`src/rtl/sync2ncl_bridge_pkg.sv`:
```
// Shared NCL signal definitions: the dual-rail bit type, its NULL value,
// and the single-rail to dual-rail bit encoder.
package sync2ncl_bridge_pkg;

    // One dual-rail bit: DATA1 = {1,0}, DATA0 = {0,1}, NULL = {0,0}.
    typedef struct packed {
        logic rail1;
        logic rail0;
    } dual_rail_logic;

    localparam dual_rail_logic DR_NULL = '{rail1: 1'b0, rail0: 1'b0};

    // Width of the completed-token counter.
    localparam int TOK_CNT_W = 16;

    // Encode one single-rail bit as a DATA dual-rail bit (never {1,1}).
    function automatic dual_rail_logic dr_encode(input logic b);
        dual_rail_logic r;
        r.rail1 = b;
        r.rail0 = ~b;
        return r;
    endfunction

endpackage

```
`src/rtl/ncl_ko_sync.sv`:
```
// Multi-flop synchronizer bringing the asynchronous NCL ko completion
// signal into the clk domain. All stages clear on reset, so after reset
// the bridge sees RFN until a real RFD has crossed every stage.
module ncl_ko_sync #(
    parameter int SYNC_STAGES = 2
) (
    input  logic clk,
    input  logic rst_n,
    input  logic d,
    output logic q
);

    // Fewer than two stages gives no metastability protection.
    localparam int STAGES = (SYNC_STAGES < 2) ? 2 : SYNC_STAGES;

    logic [STAGES-1:0] sync_q;

    // Shift ko through the synchronizer chain; the oldest stage is the output.
    always_ff @(posedge clk or negedge rst_n) begin
        if (!rst_n) begin
            sync_q <= '0;
        end else begin
            sync_q <= {sync_q[STAGES-2:0], d};
        end
    end

    assign q = sync_q[STAGES-1];

endmodule

```
`src/rtl/sync2ncl_bridge.sv`:
```
// Bridge from a synchronous valid/ready word stream into a 4-phase NCL
// dual-rail pipeline. A one-word holding buffer decouples the producer;
// a two-state FSM alternates DATA and NULL wavefronts on dr_out, paced
// by the synchronized downstream completion ko_s.
module sync2ncl_bridge
    import sync2ncl_bridge_pkg::*;
#(
    parameter int WIDTH       = 8,
    parameter int SYNC_STAGES = 2
) (
    input  logic                       clk,
    input  logic                       rst_n,
    input  logic                       in_valid,
    output logic                       in_ready,
    input  logic [WIDTH-1:0]           in_data,
    input  logic                       ko,
    output dual_rail_logic [WIDTH-1:0] dr_out,
    output logic                       busy,
    output logic [TOK_CNT_W-1:0]       tok_cnt
);

    typedef enum logic {
        S_NULL = 1'b0,  // dr_out NULL, waiting for RFD and a buffered word
        S_DATA = 1'b1   // dr_out DATA, waiting for RFN
    } state_t;

    state_t                     state_q, state_d;
    logic                       ko_s;
    logic                       full_q;
    logic [WIDTH-1:0]           buf_q;
    logic                       capture;
    logic                       launch;
    logic                       retire;
    dual_rail_logic [WIDTH-1:0] dr_q;
    dual_rail_logic [WIDTH-1:0] dr_enc;
    logic [TOK_CNT_W-1:0]       tok_cnt_q;

    ncl_ko_sync #(
        .SYNC_STAGES(SYNC_STAGES)
    ) u_ko_sync (
        .clk  (clk),
        .rst_n(rst_n),
        .d    (ko),
        .q    (ko_s)
    );

    // The buffer accepts only when empty. A launch needs full=1, so a
    // capture can never share an edge with a launch: the next word always
    // waits one edge after the current one leaves the buffer.
    assign in_ready = ~full_q;
    assign capture  = in_valid & in_ready;

    // FSM state register.
    always_ff @(posedge clk or negedge rst_n) begin
        // NOTE: sequential state uses non-blocking (<=) so every flop
        // samples pre-edge values regardless of block evaluation order.
        if (!rst_n) begin
            state_q <= S_NULL;
        end else begin
            state_q <= state_d;
        end
    end

    // Next-state logic and the launch/retire strobes for the datapath.
    always_comb begin
        // NOTE: every output gets a default before the case so no path
        // leaves a signal unassigned, which would infer a latch.
        state_d = state_q;
        launch  = 1'b0;
        retire  = 1'b0;
        case (state_q)
            S_NULL: begin
                if (ko_s && full_q) begin
                    state_d = S_DATA;
                    launch  = 1'b1;
                end
            end
            S_DATA: begin
                if (!ko_s) begin
                    state_d = S_NULL;
                    retire  = 1'b1;
                end
            end
            default: begin
                state_d = S_NULL;
            end
        endcase
    end

    // Holding-buffer full flag: set on capture, cleared on launch.
    always_ff @(posedge clk or negedge rst_n) begin
        if (!rst_n) begin
            full_q <= 1'b0;
        end else if (capture) begin
            full_q <= 1'b1;
        end else if (launch) begin
            full_q <= 1'b0;
        end
    end

    // Holding-buffer payload, written only on capture.
    always_ff @(posedge clk) begin
        // NOTE: the payload has no reset; full_q qualifies it, so its
        // contents after reset are never observed.
        if (capture) begin
            buf_q <= in_data;
        end
    end

    // Dual-rail encoding of the buffered word, used at launch.
    always_comb begin
        dr_enc = '0;
        for (int i = 0; i < WIDTH; i++) begin
            dr_enc[i] = dr_encode(buf_q[i]);
        end
    end

    // Registered dual-rail bus: whole-word DATA on launch, whole-word NULL
    // on retire, otherwise held so DATA is stable for the entire S_DATA.
    always_ff @(posedge clk or negedge rst_n) begin
        if (!rst_n) begin
            for (int i = 0; i < WIDTH; i++) begin
                dr_q[i] <= DR_NULL;
            end
        end else if (launch) begin
            dr_q <= dr_enc;
        end else if (retire) begin
            for (int i = 0; i < WIDTH; i++) begin
                dr_q[i] <= DR_NULL;
            end
        end
    end

    // Completed DATA/NULL cycle counter; wraps silently.
    always_ff @(posedge clk or negedge rst_n) begin
        if (!rst_n) begin
            tok_cnt_q <= '0;
        end else if (retire) begin
            tok_cnt_q <= tok_cnt_q + 1'b1;
        end
    end

    assign dr_out  = dr_q;
    assign tok_cnt = tok_cnt_q;
    assign busy    = full_q | (state_q == S_DATA);

endmodule

```
`config.mk`:
```
export PLATFORM = sky130hd
export DESIGN_NAME = sync2ncl_bridge
export DESIGN_NICKNAME = d
export VERILOG_FILES = /design/src/rtl/sync2ncl_bridge_pkg.sv /design/src/rtl/ncl_ko_sync.sv /design/src/rtl/sync2ncl_bridge.sv
export SDC_FILE = /design/constraint.sdc
export NUM_CORES = 1
export LEC_CHECK = 0
export ABC_AREA = 0
export CORE_ASPECT_RATIO = 1.1
export CORE_UTILIZATION = 50
export CTS_BUF_LIST = sky130_fd_sc_hd__clkbuf_4 sky130_fd_sc_hd__clkbuf_8
export DETAILED_ROUTE_END_ITERATION = 10
export PLACE_DENSITY = 0.82
export SYNTH_ARGS = -nofsm -noshare
export SYNTH_HDL_FRONTEND = slang
export SYNTH_SLANG_ARGS = --single-unit
```
`constraint.sdc`:
```
create_clock -name clk -period 4 [get_ports clk]
set_input_delay 1 -clock clk [delete_from_list [all_inputs] [get_ports clk]]
set_output_delay 1 -clock clk [all_outputs]
set_load 0.05 [all_outputs]
```
==> flow_results.org, run 1 <==
** Power
- Of the total power, the share spent switching nets is 0.391.
- Pint :: 0.000745 W
- Dividing total power by cell area gives a power density of 547 nW/um^2.
- Proportion of power drawn by flip-flops and latches :: 0.475
- The share of total power dissipated in the clock network is 0.170.
- Of the total power, combinational logic draws 0.355.
- LEAKAGE :: 0.948 nW
- Max IR drop VDD :: 0.000361 V
- Net Sw Power :: 0.000478 W

** GRT
- For met3 alone, demand over resource in global routing was 0.0739.
- Global-route met2 utilization :: 0.349
- Peak-usage layer in the global routing report :: met2
- The first global-routing pass estimated 5.62 mm of wire.
- For this run, global-route usage on met1 was measured as 0.247.
- Total track usage :: 0.208
- Vias in the first global route :: 1250
- Antenna violations before repair :: 0
- Summed over all layers, the global routing overflow is 0.
- Entering global routing, the biggest net connects 37 pins.

** STA
- Number of setup violations in the final report :: 0
- In this run the tightest slew margin relative to its limit is 0.523.
- Setup repair after global routing left no endpoint under its margin.
- Clock skew :: 0.00692 ns
- Min Tclk post-route :: 2.79 ns
- Hold violation count in the final report :: 0
- Least-Margin Pin Slew :: 0.713 ns
- Adding up every negative setup slack in the final design gives 0 ns.
- Crit share post-route :: 0.697
- The final max-slew violation count is 0.
- Highest achievable clock rate :: 0.359 GHz

** Routing
- Total iterations of the first detailed-routing run :: 9
- The routed design has 3.30 mm of wire.
- The routed layout has 1226 vias.
- DRC Markers :: 3
- Post-DR vias/cell :: 5.47
- Once detail routing completed, the nets flagged for antenna violations numbered 0.
- Drt first-iter violations :: 40
- In the final routed layout, each cell accounts on average for 14.7 um.

** Synth
- Fraction of the mapped netlist area in compound gates :: 0.0470
- Counting every instance in the synthesized netlist gives 142.
- A synthesized cell averages 12.0 sq um.
- After synthesis, the share of cell area in mux cells is 0.
- Simple-gate share of the synthesized area :: 0.180
- Post-synthesis adder-cell area fraction :: 0.00734
- After synthesis the cells add up to 1710 sq um.
- Unique cell type count in the Yosys netlist :: 25
- Dominant combinational cell family by area after synthesis :: simple AND/OR/NAND/NOR gates
- Post-synthesis share of cell area spent on xor and xnor gates :: 0.0814
- For this run, asynchronously set or reset flops after synthesis account for 0.818.
- Most used DFF post-synth :: dfrtp_1
- Counting flops with a built-in enable in the synthesized netlist gives 8.
- In this run, synthesis produced a sequential element count of 44.
- Proportion of synthesized chip area in sequential cells :: 0.669
- Yosys warning total :: 0
- Synth Net Count :: 155

** Clock network
- Worst-path clk slew :: 0.11 ns
- The clock drives 44 sinks.
- Number of resized instances in the post-cts repair step :: 0
- H-tree lvl count :: 2
- TritonCTS created 5 clock buffers.
- TritonCTS built the clock tree.
- The clock passes through at most 2 buffers.
- Count of hold-fix buffers inserted at cts :: 0
- Clock tree synthesis selected as its root buffer the cell clkbuf_4.
- Post-CTS Repair Setup Buffers :: 0
- Clock latency at the later pin of the worst-skew pair :: 0.34 ns

** Die
- FP Rows :: 21
- Die Y-Extent :: 63.3 um
- After floorplanning, the core was sized to cover 3150 sq um.
- Initial Util :: 0.541
- The die is 57.7 um wide.
- In this run the count of I/O pins placed on the die edge is 46.
- Die Outline Area :: 3650 sq um

** Worst setup path
- R2r endpoint :: tok_cnt[14]
- Following the worst setup path forward leads to its endpoint at busy.
- Of all nets on the critical path, the largest fanout is 5.
- The setup check on the worst reg-to-reg path leaves a slack of 2.28 ns.
- The critical path is of the flip-flop to primary output type.
- The worst setup path is captured at a primary output.
- Number of cell instances on the worst register-to-register path :: 4
- Data on the critical path is required at its endpoint by 3.00 ns.
- Arrival time at the worst endpoint :: 1.79 ns
- Launching instance or port of the critical path :: full_q
- Launching element type of the critical path :: flip-flop
- The startpoint identified for the worst register-to-register timing path is u_ko_sync.sync_q[1].

** Hold path
- Worst Hold Class :: flip-flop to flip-flop
- The startpoint identified for the worst hold timing path is u_ko_sync.sync_q[0].

** Final layout
- Number of standard cells in the final layout excluding fillers :: 224
- Most frequent cells in the layout :: 45 x clkdlybuf4s50_1, 36 x dfrtp_1, 23 x nand2_1
- Final layout net count :: 203
- FILL cells :: 251
- Of the cells placed in the final design, the portion with a size suffix greater than 1 is 0.0684.
- Area growth from synthesis to final layout :: 31.2%
- Count of inserted antenna diode cells :: 0
- Leaving out fill and tap cells, the most frequent cell in the layout is clkdlybuf4s50_1.

** Place
- Number of buffers inserted by port buffering :: 45
- Routability-driven placement finished with a final weighted congestion of 0.739.
- After detailed placement, the design holds a cell count of 217.
- Placed wire-length estimate after detailed placement :: 2.31 mm

** Job
- Maximum Capacitance Violations :: 0

** Outcome
- The run finished, with violations left.
- Violations in the final reports :: DRC
-- metal layers --
metal  wire length, um  part of all wire
met1              1380              0.42
met2              1670              0.51
met3               197             0.060
met4                44             0.013
met5                 0                 0
-- worst max-delay path, cell delays in order, from the launching register on --
cell	delay (ns)
dfrtp_1	0.43
or2_2	0.31
clkdlybuf4s50_1	0.70
-- cell families after synthesis --
kind of cell               count (synthesis)
buffers and inverters                      6
DFF                                       44
and+or+nand+nor                           60
adders and majority gates                  1
AOI/OAI and AO/OA                         16
xor gates and xnor gates                  15
-- cell usage after synthesis (3+ instances only) --
| library cell | instances | area share |
|---|---|---|
| o21ai_0 | 8 | 0.023 |
| a21oi_1 | 8 | 0.023 |
| nand3_1 | 12 | 0.035 |
| nand4_1 | 5 | 0.018 |
| xor2_1 | 3 | 0.015 |
| nor2_1 | 6 | 0.013 |
| edfxtp_1 | 8 | 0.14 |
| nand2_1 | 23 | 0.051 |
| dfrtp_1 | 36 | 0.53 |
| clkbuf_1 | 3 | 0.0066 |
| xnor2_1 | 11 | 0.056 |
-- per-stage QoR --
step / setup slack (ns) / util / instance area (sq um) / hold WS (ns) / power (W)
6_report: 1.21 / 0.710 / 2240 / 0.368 / 0.00122
5_1_grt: 1.14 / 0.710 / 2240 / 0.385 / 0.00129
4_1_cts: 1.20 / 0.710 / 2240 / 0.375 / 0.00123
3_5_place_dp: 1.56 / 0.693 / 2180 / 0.336 / 0.00103
3_3_place_gp: 1.60 / 0.693 / 2180 / 0.332 / 0.00102
2_1_floorplan: 2.19 / - / 1710 / 0.331 / 0.000863
-- power groups by stage --
stage / combinational [W] / sequential (W) / clock (W)
6_report: 0.000435 / 0.000582 / 0.000208
4_1_cts: 0.000439 / 0.000581 / 0.000214
2_1_floorplan: 0.0000887 / 0.000774 / 0
3_5_place_dp: 0.000438 / 0.000590 / 0
3_3_place_gp: 0.000429 / 0.000587 / 0
5_1_grt: 0.000456 / 0.000590 / 0.000242
-- flip-flops by register name (all words and copies together) (netlist names) --
name / count
buf_q: 8
u_ko_sync.sync_q: 2
dr_out: 16
full_q: 1
tok_cnt: 16
state_q: 1
-- final cells by class --
type | instances | area (sq um) | area share
clock buffer | 7 | 52.6 | 0.0235
inverter | 1 | 3.75 | 0.00168
multi-input combinational | 92 | 539 | 0.241
sequential | 44 | 1140 | 0.510
tap | 34 | 42.5 | 0.0190
timing repair buffer | 46 | 458 | 0.205
-- worst min path at each step --
stage / to / slack (ns) / depth (start not counted)
floorplan: u_ko_sync.sync_q[1] / 0.33 / 0
global placement: u_ko_sync.sync_q[1] / 0.33 / 0
detailed placement: u_ko_sync.sync_q[1] / 0.34 / 0
CTS: u_ko_sync.sync_q[1] / 0.38 / 0
global route: u_ko_sync.sync_q[1] / 0.38 / 0
finish: u_ko_sync.sync_q[1] / 0.37 / 0
Note: power is estimated with default switching activity, not from simulation.
==> run 2: changes to the inputs <==
- CORE_UTILIZATION: 50 -> 49
- PLACE_DENSITY: 0.82 -> 0.81
- clock period: 4 -> 2.9 ns (I/O delays scaled with it)
==> run 2 against run 1 <==
Effect of this change: critical endpoint unchanged; global-route usage is 0.77 points higher; non-clock buffer count is the same; flip-flop and latch count unchanged; the run now ends clean; combinational power grew 38%; final cell count grew 6.7%; largest cell class unchanged; count of clock-buffer cells in the layout shrank 2; sequential power grew 38%; die area rose by 2.0%.
==> flow_results.org, run 2 (synthesis results as in run 1) <==
** Die
- Die W :: 58.3 um
- Die Outline Area :: 3720 sq um
- Pin placement for this block handled 46 I/O pins.
- In this run the vertical extent of the chip is 63.9 um.
- For this configuration, the core starts out at a cell density of 0.512.
- Area of the core :: 3330 sq um
- FP Rows :: 22

** Routing
- Average detailed-routed wire length per instance :: 14.0 um
- Using the TritonRoute via totals, the vias-per-cell ratio works out to 5.21.
- After detailed routing, the number of remaining DRC violations is 0.
- DRT antenna net count :: 0
- Number of vias after detailed routing :: 1244
- The first TritonRoute pass finished after 4 iterations.
- Wire length after detailed routing :: 3.34 mm
- Drt first-iter violations :: 30

** Hold path
- Worst Hold Class :: flip-flop to flip-flop

** Clock network
- Worst-path clk slew :: 0.12 ns
- The number of clock buffers added by TritonCTS is 5.
- Library cell used as clock root buffer :: clkbuf_4
- The number of setup buffers added after CTS is 0.
- CTS sink cnt :: 44
- CTS built an H-tree with a depth of 2.
- Number of resized instances in the post-cts repair step :: 0
- Clock latency at the later pin of the worst-skew pair :: 0.35 ns
- TritonCTS built the clock tree.
- Count of hold-fix buffers inserted at cts :: 0
- No sink is reached through more buffers than the 2 on the longest clock path.

** Power
- PD cells :: 748 nW/um^2
- Total power draw :: 0.00169 W
- LEAKAGE :: 0.948 nW
- Max IR drop VDD :: 0.000467 V

** GRT
- Vias in the first global route :: 1340
- Pin count of the biggest net entering global routing :: 37
- For this run the aggregate overflow at the end of global routing stands at 0.
- Antenna violations before repair :: 0
- In the global route stage, overall resource usage came out at 0.215.
- Wire length of the first global-routing pass :: 5.83 mm

** Final layout
- The area growth from synthesis to layout is 32.1%.
- Count of inserted antenna diode cells :: 0
- Most frequent cells in the layout :: 45 x clkdlybuf4s50_1, 36 x dfrtp_1, 23 x nand2_1
- Of the cells placed in the final design, the portion with a size suffix greater than 1 is 0.0681.
- Final layout net count :: 203
- Post-layout util :: 0.677
- Most common cell after layout, fill and taps aside :: clkdlybuf4s50_1

** STA
- Highest achievable clock rate :: 0.395 GHz
- Clock skew :: 0.00584 ns
- In the finished design, the share of the clock period the worst path needs comes to 0.872.
- In this run the tightest slew margin relative to its limit is 0.547.
- Hold violation count in the final report :: 0
- Setup repair after global routing left no endpoint under its margin.
- Setup violations remaining at the end of the flow were counted as 0.
- Least-Margin Pin Slew :: 0.678 ns
- Setup TNS :: 0 ns
- Min Tclk post-route :: 2.53 ns
- Max-slew violation count :: 0

** Worst setup path
- For the worst setup path, the data required time is 2.17 ns.
- Critical setup path kind :: flip-flop to primary output
- The worst setup path is launched from a flip-flop.
- Sort of element at the end of the critical path :: primary output
- Data arrives at the worst endpoint at 1.80 ns.
- Together, buffers and inverters on the worst path number 1.
- Delay of the slowest cell on the worst path :: 0.70 ns
- In this run the worst path has a maximum fanout of 5.
- The kind of cell with the highest combined delay along the critical path is buffers and inverters.
- Among all stages on the critical path, the largest delay is contributed by clkdlybuf4s50_1.
- Cells traversed along the worst timing path :: or2_2 > clkdlybuf4s50_1

** Place
- Once detailed placement completed, the half-perimeter wirelength came to 2.45 mm.
- Number of buffers inserted by port buffering :: 45
- The congestion estimate from routability-driven global placement came to 0.789.

** Job
- Across the run, the number of max-cap violations was 0.

** Outcome
- The run finished with clean final reports.
run 2: per-layer routing:
layer / share of wire / global-route usage
met2: 0.49 / 0.345
met5: 0 / 0
met4: 0.029 / 0.122
met3: 0.070 / 0.0891
met1: 0.41 / 0.239
run 2: where the power goes:
group / internal [W] / total (W) / switching, W
sequential: 0.000719 / 0.000806 / 0.0000868
clock: 0.0000891 / 0.000277 / 0.000188
combinational: 0.000200 / 0.000602 / 0.000402
run 2: layout make-up:
cell class	instances	area [sq um]
repair buffers	46	458
multi-input cells	92	539
well taps	48	60.1
flip-flops and latches	44	1140
clock buffers	5	37.5
fillers	249	1080
clock inverters	3	13.8
inverters	1	3.75
run 2: worst paths after layout:
check,start,endpoint,slack (ns),depth (start not counted)
worst max register to register,u_ko_sync.sync_q[1],tok_cnt[14],1.19,4
max in group asynchronous,rst_n,tok_cnt[3],1.81,2
min in group asynchronous,rst_n,tok_cnt[12],0.77,2
worst max-delay path,full_q,busy,0.37,2
worst min-delay path,u_ko_sync.sync_q[0],u_ko_sync.sync_q[1],0.38,0
worst min register to register,u_ko_sync.sync_q[0],u_ko_sync.sync_q[1],0.38,0
run 2: per-stage QoR:
stage	worst slack, ns	instance area, sq um	hold WS (ns)	instances
finish	0.370	2250	0.381	239
global route	0.301	2250	0.390	239
CTS	0.354	2250	0.378	239
detailed placement	0.734	2200	0.349	231
global placement	0.776	2200	0.332	231
floorplan	1.29	1710	0.331	142
